$ cat src/rtl/hmsg_source_pkg.sv
// Shared constants, default channel widths and state encoding for the hmsg source endpoint.
package hmsg_source_pkg;

  localparam logic NS_ON  = 1'b1;
  localparam logic NS_OFF = 1'b0;

  localparam int NS_ADDRESS_SIZE = 8;
  localparam int NS_DATA_SIZE    = 8;
  localparam int NS_REDUN_SIZE   = 4;
  localparam int NS_REQ_CKS      = 2;

  localparam int HMSG_SENT_W = 32;

  typedef enum logic [2:0] {
    HMSG_SRC_ST_INIT = 3'd0,
    HMSG_SRC_ST_GAP  = 3'd1,
    HMSG_SRC_ST_REQ  = 3'd2,
    HMSG_SRC_ST_REL  = 3'd3,
    HMSG_SRC_ST_DONE = 3'd4
  } hmsg_src_st_e;

  // Bits needed to hold a counter ranging over 0 .. n-1 (never less than one bit).
  function automatic int cnt_w(input int n);
    return (n < 2) ? 1 : $clog2(n);
  endfunction

endpackage

$ cat src/rtl/hmsg_source_hack_debouncer.sv
// Level filter for a handshake line: the output follows the raw input only after
// CKS consecutive samples disagree with the current filtered level.
module hack_debouncer
  import hmsg_source_pkg::*;
#(
  parameter int CKS = NS_REQ_CKS
) (
  input  logic gch_clk,
  input  logic gch_reset,
  input  logic raw,
  output logic ckd
);

  localparam int CW = cnt_w(CKS);

  logic [CW-1:0] run_cnt;

  always_ff @(posedge gch_clk) begin
    if (gch_reset) begin
      ckd     <= NS_OFF;
      run_cnt <= '0;
    end else if (raw == ckd) begin
      run_cnt <= '0;
    end else if (run_cnt == CW'(CKS - 1)) begin
      ckd     <= raw;
      run_cnt <= '0;
    end else begin
      run_cnt <= run_cnt + 1'b1;
    end
  end

endmodule

$ cat src/rtl/hmsg_source.sv
// Traffic generator: sends incrementing-payload messages to a fixed destination
// over a 4-phase req/ack channel, with a redundancy field and a sticky error port.
module hmsg_source
  import hmsg_source_pkg::*;
#(
  parameter int             MY_LOCAL_ADDR = 0,
  parameter int             DEST_ADDR     = 0,
  parameter int             ASZ           = NS_ADDRESS_SIZE,
  parameter int             DSZ           = NS_DATA_SIZE,
  parameter int             RSZ           = NS_REDUN_SIZE,
  parameter logic [DSZ-1:0] DATA_START    = '0,
  parameter int unsigned    NUM_MSGS      = 0,
  parameter int             GAP_CKS       = 1,
  parameter int             ACK_CKS       = NS_REQ_CKS
) (
  input  logic           gch_clk,
  input  logic           gch_reset,
  output logic           gch_ready,
  output logic           snd0_req_out,
  input  logic           snd0_ack,
  output logic [ASZ-1:0] snd0_src,
  output logic [ASZ-1:0] snd0_dst,
  output logic [DSZ-1:0] snd0_dat,
  output logic [RSZ-1:0] snd0_red,
  output logic           src_done,
  output logic           err0_error,
  output logic [ASZ-1:0] err0_src,
  output logic [DSZ-1:0] err0_dat
);

  localparam int             GW       = cnt_w(GAP_CKS + 1);
  localparam logic [ASZ-1:0] SRC_ADDR = ASZ'(MY_LOCAL_ADDR);
  localparam logic [ASZ-1:0] DST_ADDR = ASZ'(DEST_ADDR);

  // Redundancy is the address-salted payload sum, truncated to RSZ bits.
  function automatic logic [RSZ-1:0] red_of(input logic [DSZ-1:0] d);
    logic [DSZ-1:0] sum;
    sum = DSZ'(DEST_ADDR) + DSZ'(MY_LOCAL_ADDR) + d;
    return sum[RSZ-1:0];
  endfunction

  hmsg_src_st_e           state;
  logic                   ack_ckd;
  logic [GW-1:0]          gap_cnt;
  logic [HMSG_SENT_W-1:0] sent;
  logic [HMSG_SENT_W-1:0] sent_nxt;
  logic [DSZ-1:0]         dat_nxt;
  logic                   last_msg;

  assign dat_nxt  = snd0_dat + 1'b1;
  assign sent_nxt = sent + 1'b1;
  assign last_msg = (NUM_MSGS != 0) && (sent_nxt == NUM_MSGS);

  hack_debouncer #(
    .CKS(ACK_CKS)
  ) u_ack_deb (
    .gch_clk  (gch_clk),
    .gch_reset(gch_reset),
    .raw      (snd0_ack),
    .ckd      (ack_ckd)
  );

  always_ff @(posedge gch_clk) begin
    snd0_src <= SRC_ADDR;
    snd0_dst <= DST_ADDR;
    err0_src <= SRC_ADDR;
  end

  always_ff @(posedge gch_clk) begin
    if (gch_reset) begin
      state        <= HMSG_SRC_ST_INIT;
      gch_ready    <= NS_OFF;
      snd0_req_out <= NS_OFF;
      snd0_dat     <= DATA_START;
      snd0_red     <= red_of(DATA_START);
      src_done     <= NS_OFF;
      err0_error   <= NS_OFF;
      err0_dat     <= '0;
      gap_cnt      <= '0;
      sent         <= '0;
    end else begin
      case (state)
        HMSG_SRC_ST_INIT: begin
          gch_ready <= NS_ON;
          gap_cnt   <= '0;
          state     <= HMSG_SRC_ST_GAP;
        end
        HMSG_SRC_ST_GAP: begin
          if (ack_ckd) begin
            err0_error <= NS_ON;
            err0_dat   <= snd0_dat;
          end
          // A stuck-high ack holds the gap open so req never overlaps a live ack.
          if (gap_cnt == GW'(GAP_CKS)) begin
            if (!ack_ckd) begin
              snd0_req_out <= NS_ON;
              state        <= HMSG_SRC_ST_REQ;
            end
          end else begin
            gap_cnt <= gap_cnt + 1'b1;
          end
        end
        HMSG_SRC_ST_REQ: begin
          if (ack_ckd) begin
            snd0_req_out <= NS_OFF;
            state        <= HMSG_SRC_ST_REL;
          end
        end
        HMSG_SRC_ST_REL: begin
          if (!ack_ckd) begin
            snd0_dat <= dat_nxt;
            snd0_red <= red_of(dat_nxt);
            sent     <= sent_nxt;
            gap_cnt  <= '0;
            if (last_msg) begin
              src_done <= NS_ON;
              state    <= HMSG_SRC_ST_DONE;
            end else begin
              state <= HMSG_SRC_ST_GAP;
            end
          end
        end
        HMSG_SRC_ST_DONE: begin
          if (ack_ckd) begin
            err0_error <= NS_ON;
            err0_dat   <= snd0_dat;
          end
        end
        default: state <= HMSG_SRC_ST_INIT;
      endcase
    end
  end

endmodule

$ cat config.mk
export PLATFORM = sky130hd
export DESIGN_NAME = hmsg_source
export DESIGN_NICKNAME = d
export VERILOG_FILES = /design/src/rtl/hmsg_source_pkg.sv /design/src/rtl/hmsg_source_hack_debouncer.sv /design/src/rtl/hmsg_source.sv
export SDC_FILE = /design/constraint.sdc
export NUM_CORES = 1
export LEC_CHECK = 0
export ABC_AREA = 0
export CORE_MARGIN = 5
export CORE_UTILIZATION = 43
export DETAILED_ROUTE_END_ITERATION = 12
export PLACE_DENSITY = 0.82
export SETUP_SLACK_MARGIN = 0.3
export SYNTH_ARGS = -nofsm -noshare
export SYNTH_HDL_FRONTEND = slang
export SYNTH_HIERARCHICAL = 1
export SYNTH_SLANG_ARGS = --single-unit
$ cat constraint.sdc
create_clock -name gch_clk -period 1.89 [get_ports gch_clk]
set_input_delay 0.378 -clock gch_clk [delete_from_list [all_inputs] [get_ports gch_clk]]
set_output_delay 0.378 -clock gch_clk [all_outputs]
set_load 0.005 [all_outputs]
Yosys cells after proc, flatten, opt, wreduce, memory -nomap -nowiden:

Index checks and enable logic that the tools add are counted.

* flip-flop bits (word level): 29
* output and inout port bits: 48
* logic and storage cells: 48

* add/subtract/negate cells: 3
* equal/unequal tests: 9
* multiplexer cells: 12
* bitwise gates (word level): 3
* reduce and logical (&&, ||, !) cells: 11

Operators by type and width (count)
* case mux 3 bit (5 select lines): 1
* 2-to-1 mux 3 bit: 4
* adder 8 x 1 -> 8 bit (second input constant): 1
* AND reduction 2 bit: 4
* equality test 3 x 2 -> 1 bit (second input constant): 2
* != test 2 bit (second input constant): 3
* 2-to-1 mux 1 bit: 5
* AND reduction 5 bit: 1
* AND reduction 4 bit: 1
* equality test 3 x 1 -> 1 bit (second input constant): 1
* equality test 3 bit (second input constant): 1
* logical NOT 3 bit: 1
* inverter 1 bit: 3
* case mux 1 bit (3 select lines): 1
* nonzero test 3 bit: 1
* OR reduction 3 bit: 1
* adder 1 bit (second input constant): 2
* != test 2 x 1 -> 1 bit (second input constant): 1
* case mux 1 bit (2 select lines): 1
* nonzero test 2 bit: 1
* OR reduction 2 bit: 1
* equality test 1 bit: 1

Depth between registers and ports, before layout:

Gate-level depths: netlist of run 1.

* depth after elaboration: 3
* gate-level depth with buffers: 6
* depth with buffers taken out: 6

Modules after synthesis:

The synthesis of run 1 kept the hierarchy.

By module, submodules not included
* hmsg_source: instances 1, cells each 140, area each 1196.1 µm²
* hack_debouncer: instances 1, cells each 6, area each 72.6 µm²

Worst setup path before layout of run 1:

Ideal clock, no wire load.

* path type: register to register
* start: reg state[1]
* end: reg state[1]
* library setup time: 128 ps
* data arrival time: 1317 ps
* path slack: 446 ps
* cell stages (with the launch flop): 7
* clock period less this slack: 1444 ps
* cells stage by stage: dfxtp_1 -> inv_1 -> ha_1 -> nor2b_1 -> o32ai_1 -> mux2i_1 -> nor2_1

* longest elaborated chain between the ends: 3
* elaborated cells between the ends (all ways): 12

Ends and longest elaborated chain
* start, declared: line hmsg_source.sv:42 `hmsg_src_st_e state;`
* start signal, assigned: line hmsg_source.sv:71 `state <= HMSG_SRC_ST_INIT;`
* start signal, assigned: line hmsg_source.sv:86 `state <= HMSG_SRC_ST_GAP;`
* start signal, assigned: line hmsg_source.sv:97 `state <= HMSG_SRC_ST_REQ;`
* equality test 3 x 2 -> 1 bit, or another cell as far along: line hmsg_source.sv:82 `case (state)`
* != test 2 bit (no line), or another cell as far along
* AND reduction 5 bit (no line)

Parallel ways exist; a longest one is shown, timed or not.
A chain may end at the register's enable or synchronous reset.

Final worst setup path of run 1:

* start: reg snd0_dat[5]
* end: out snd0_dat[5]

RTL lines
* start, declared: line hmsg_source.sv:23 `output logic [DSZ-1:0] snd0_dat,`
* start signal, assigned: line hmsg_source.sv:111 `snd0_dat <= dat_nxt;`

No word-level cell between the ends.

==> results of run 1 <==
-- per-layer routing --
metal	vias up	part of all wire	GRT usage
li1	499	-	-
met4	0	0.020	0.05598
met3	6	0.079	0.04729
met1	501	0.37	0.1177
met5	-	0	0
met2	41	0.53	0.2251
-- kinds of logic (layout without fill, tap and decap cells) --
family | count (synthesis) | after routing | synth area share
mux | 5 | 5 | 0.03945
buf+inv | 37 | 48 | 0.2032
flops | 24 | 24 | 0.3787
compound gates | 15 | 15 | 0.06805
simple gates | 49 | 49 | 0.1834
fa+ha+maj | 7 | 7 | 0.06903
xor+xnor | 8 | 8 | 0.05523
other cells | 1 | 25 | 0.002956
-- synthesized netlist by cell type (2+ instances only) --
cell type | instances | share of area
xor2_1 | 6 | 0.041
a21oi_1 | 11 | 0.043
buf_2 | 2 | 0.0079
clkbuf_1 | 2 | 0.0059
dfxtp_1 | 24 | 0.38
nand4_1 | 3 | 0.015
buf_4 | 29 | 0.17
a31oi_1 | 2 | 0.0099
mux2i_1 | 5 | 0.039
xnor2_1 | 2 | 0.014
nor3_1 | 2 | 0.0079
inv_1 | 3 | 0.0089
nor2_1 | 16 | 0.047
nor2b_1 | 2 | 0.0099
nand3_1 | 9 | 0.036
nand2_1 | 12 | 0.036
ha_1 | 7 | 0.069
-- worst min-delay path by stage --
stage / start / endpoint / slack [ns] / depth (start not counted)
finish: err0_dat[0] / err0_dat[0] / 0.46 / 2
global route: u_ack_deb/run_cnt / u_ack_deb/run_cnt / 0.49 / 1
CTS: err0_dat[4] / err0_dat[4] / 0.47 / 2
detailed placement: err0_dat[4] / err0_dat[4] / 0.45 / 2
global placement: u_ack_deb/run_cnt / u_ack_deb/run_cnt / 0.44 / 1
floorplan: u_ack_deb/run_cnt / u_ack_deb/run_cnt / 0.43 / 1
-- placed cells by master (no fill, tap or decap), drive strengths merged, types with 5 or more instances in the layout --
| cell type | instances |
|---|---|
| nand3 | 9 |
| mux2i | 5 |
| ha | 7 |
| a21oi | 11 |
| nor2 | 16 |
| clkdlybuf4s50 | 12 |
| nand2 | 12 |
| buf | 16 |
| conb | 25 |
| dfxtp | 24 |
| xor2 | 6 |
| dlymetal6s2s | 13 |
-- state kept, by name, indices dropped and copies added (netlist names) --
register           flops
err0_dat               8
snd0_dat               8
state                  2
err0_error             1
gap_cnt                1
gch_ready              1
snd0_req_out           1
u_ack_deb/ckd          1
u_ack_deb/run_cnt      1
-- layout make-up --
class,instances,area share
Multi-Input combinational cell,109,0.3743
Sequential cell,24,0.3132
Timing Repair Buffer,41,0.2506
Tap cell,31,0.02340
Clock inverter,1,0.01811
Clock buffer,3,0.01358
Inverter,3,0.006792
-- power breakdown --
group | switching [uW] | internal (uW) | total [uW]
logic | 195 | 164 | 360
registers | 54.3 | 551 | 605
clock network | 152 | 214 | 366
-- per-stage QoR --
| step | instances | utilization | hold slack [ns] |
|---|---|---|---|
| finish | 212 | 0.5960 | 0.4634 |
| global route | 212 | 0.5960 | 0.4903 |
| global placement | 194 | 0.5137 | 0.4393 |
| detailed placement | 194 | 0.5137 | 0.4504 |
| CTS | 204 | 0.5583 | 0.4685 |
| floorplan | 170 | - | 0.4294 |
-- timing repair --
action | 4_1_cts | 5_1_grt
cloned | 0 | 0
endpoints found under the setup margin | 14 | 30
gates resized for setup | 16 | 23
pin swaps | 0 | 0
setup buffers | 6 | 8
==> impl_metrics.yaml, run 1 <==
pwr:
  p_leak_uw: 0.0009220
  p_total_uw: 1331
  power_density_nw_per_um2: 802.7
  ir_drop_uv: 877.0
detailed_routing:
  drc: 0
  ant_nets: 0
  avgViaCountPerCell: 4.939
  drt-total-wl_mm: 2.789
  drt_iter0_markers: 61
  routedWlPerCell_um: 13.16
  vias: 1047
  firstDrtPassIters: 4
worst_setup_path:
  r2r_start: "state[1]"
  startpoint_type: "flip-flop"
  cp.required_ns: 1.51
  worst_r2r_path_depth: 6
  crit_start: "snd0_dat[5]"
  arrival_ns: 1.17
  critPathKind: "reg2out"
  worstSetupPathDepth: 1
  r2r_end: "state[1]"
  r2r_slack_ns: 0.36
  crit_family: "buffers and inverters"
  path_cells: "clkdlybuf4s50_1"
  worstSetupEndpoint: "snd0_dat[5]"
  end_kind: "primary output"
  slowest_delay_ns: 0.49
  slowest_stage: "clkdlybuf4s50_1"
  critPathBufInv: 1
  cp_max_fo: 2
placed_design:
  placed_cell_area_um2: 1429
  port_buffers: 25
  globalplace.congestion: 0.7298
  dp_worst_setup_slack_ns: 0.3223
  place_hpwl_mm: 1.950
die:
  dieArea_um2: 4137
  start_util: 0.4561
  rows: 19
  ioPinCount: 51
  dieHeight_um: 64.32
  core_area_um2: 2781
  die_x_um: 64.32
synthesis:
  synth-main-ff-cell: "dfxtp_1"
  synth_cell_type_count: 26
  avgSynthCellArea_um2: 8.690
  synth_seq_cells: 24
  async_flop_share: 0
  syn_area_um2: 1269
  ys_warn_count: 6
  synth_enable_flop_cells: 0
  ys_seq_area_frac: 0.3787
  postSynthCellCount: 146
cells_and_area:
  final-seq-area_um2: 519.2
  fin_area_um2: 1658
  multi_input_area_um2: 620.6
  num-fill-cells: 256
  syn_to_final_growth_pct: 30.67
  fin_nets: 192
  drive_gt1_frac: 0.2376
  n_antenna_cell: 0
cts:
  postCtsHoldBufs: 0
  clockBufferDepth: 2
  clk_pin_slew_worst_paths_ns: 0.13
  cts-root-buf: "clkbuf_4"
  clkSinkCount: 24
  cts_tree: "built"
  h-tree-depth: 1
  clock_latency_ns: 0.31
  cts_buffers: 3
global_route:
  antenna_found_initial: 0
  overflow: 0
  grt_pass1_vias: 971
  grt_use_total: 0.1222
  grt_max_degree: 21
  grt_first_pass_wirelength_mm: 4.181
status:
  status: "finished clean"
sta:
  fin_crit_sh: 0.8189
  rsz0062_at_grt: "true"
  fin_crit_ns: 1.548
  finalWorstSetupSlack_ns: 0.3424
  max_freq_mhz: 646.1
  slew_viol_final: 0
  hold_viol: 0
  final.setup.tns_ns: 0
  setup_violations: 0
  skew_ns: 0.004711
run:
  timing.max_cap.violations: 0
min_path:
  min_path_type: "reg2reg"
Power figures use the tool's default switching activity.
==> inputs of run 2 (changes only) <==
clock period = 1.5 ns   (was 1.89 ns; I/O delays follow)
==> run 2 against run 1 <==
Utilization rose by 5.6 points. Non-clock buffer count rose by 15. Critical endpoint is now state[1]. Via count rose by 7.6%. Worst setup slack got worse by 0.22 ns. Sequential share of layout area fell by 2.6 points. Clock power rose by 14%. Clock-buffer cell count rose by 1. Register-to-register slack got worse by 0.23 ns. Die area did not move. Largest power group unchanged. Global-route usage rose by 2.3 points.
==> impl_metrics.yaml, run 2 (same netlist as run 1, synthesis figures left out) <==
status:
  status: "finished clean"
worst_setup_path:
  path_cells: "inv_4 > ha_4 > nor2b_4 > o32ai_2 > mux2i_1 > nor2_1"
  cp.required_ns: 1.73
  arrival_ns: 1.61
  startpoint_type: "flip-flop"
  cp_max_fo: 5
  crit_family: "flip-flops"
  slowest_stage: "dfxtp_4"
  slowest_delay_ns: 0.42
  end_kind: "flip-flop"
  critPathKind: "reg2reg"
  critPathBufInv: 1
die:
  core_area_um2: 2781
  dieArea_um2: 4137
  die_x_um: 64.32
  start_util: 0.4561
  rows: 19
  dieHeight_um: 64.32
  ioPinCount: 51
min_path:
  min_path_type: "reg2reg"
cts:
  clockBufferDepth: 2
  clkSinkCount: 24
  cts_tree: "built"
  clk_pin_slew_worst_paths_ns: 0.15
  h-tree-depth: 1
  clock_latency_ns: 0.33
  postCtsHoldBufs: 0
  cts_buffers: 3
  cts-root-buf: "clkbuf_4"
sta:
  hold_viol: 0
  final.setup.tns_ns: 0
  fin_crit_ns: 1.373
  max_freq_mhz: 728.1
  skew_ns: 0.009078
  rsz0062_at_grt: "true"
  fin_crit_sh: 0.9157
  slew_viol_final: 0
  setup_violations: 0
placed_design:
  place_hpwl_mm: 1.974
  port_buffers: 25
  dp_cells: 199
  globalplace.congestion: 0.9373
  placed_cell_area_um2: 1476
global_route:
  grt_pass1_vias: 1077
  grt_max_degree: 17
  grt_first_pass_wirelength_mm: 4.912
  overflow: 0
  antenna_found_initial: 0
  grt_use_total: 0.1456
cells_and_area:
  drive_gt1_frac: 0.5255
  layout_commonest_cell: "conb_1"
  syn_to_final_growth_pct: 42.90
  finalNonFillerCells: 227
  final_cell_mix: "conb_1, buf_4, dfxtp_2"
  fin_area_um2: 1813
  reg_top3: "err0_dat (8), snd0_dat (8), state (2)"
  fin_nets: 207
  n_antenna_cell: 0
detailed_routing:
  ant_nets: 0
  drt_iter0_markers: 29
  avgViaCountPerCell: 4.965
  drc: 0
  routedWlPerCell_um: 14.89
  firstDrtPassIters: 5
  drt-total-wl_mm: 3.381
  vias: 1127
pwr:
  ir_drop_uv: 1248
  power_density_nw_per_um2: 1069
  p_leak_uw: 0.0008118
run:
  timing.max_cap.violations: 0
==> run 2: power breakdown <==
part / internal (uW) / switching, uW / leakage, uW / total (uW)
logic: 370 / 353 / 0.000579 / 722
registers: 705 / 92.5 / 0.000207 / 797
clock network: 204 / 215 / 0.0000261 / 419
total: 1280 / 660 / 0.000812 / 1940
==> run 2: tightest hold or removal path, cell delays in order (launching register included) <==
cell and delay [ns]:
dfxtp_2 0.35, nand2_1 0.05, a21oi_1 0.05
==> run 2: metal layers <==
layer,vias up,GRT usage,part of all wire
met4,0,0.07125,0.039
li1,525,-,-
met1,527,0.1574,0.35
met5,-,0,0
met3,15,0.04378,0.074
met2,60,0.2550,0.53
==> run 2: repair_timing <==
item	in CTS	in global routing
pin swaps	7	10
gates resized for setup	102	40
endpoints found under the setup margin	42	40
gates cloned	0	0
buffers inserted	20	4
==> run 2: cell type report <==
type                            instances  area (um2)
Inverter                                3       13.76
Fill cell                             245       968.4
Multi-Input combinational cell        109       752.0
Timing Repair Buffer                   56       440.4
Tap cell                               31       38.79
Sequential cell                        24       520.5
Clock buffer                            4       47.55
==> run 2: worst paths after layout <==
check	from	end	slack (ns)	cells past startpoint
min reg2reg	err0_dat[5]	err0_dat[5]	0.46	2
min	err0_dat[5]	err0_dat[5]	0.46	2
max	state[1]	state[1]	0.13	6
max reg2reg	state[1]	state[1]	0.13	6
==> run 2: per-stage QoR <==
step           worst slack, ns  power, uW  hold WS, ns    util
2_1_floorplan           0.1322       1143       0.3694       -
3_3_place_gp            0.1183       1204       0.4427  0.5308
5_1_grt                0.03476       2033       0.4918  0.6518
4_1_cts                 0.1570       1819       0.4640  0.6320
3_5_place_dp           0.03536       1240       0.4482  0.5308
6_report                0.1265       1938       0.4623  0.6518
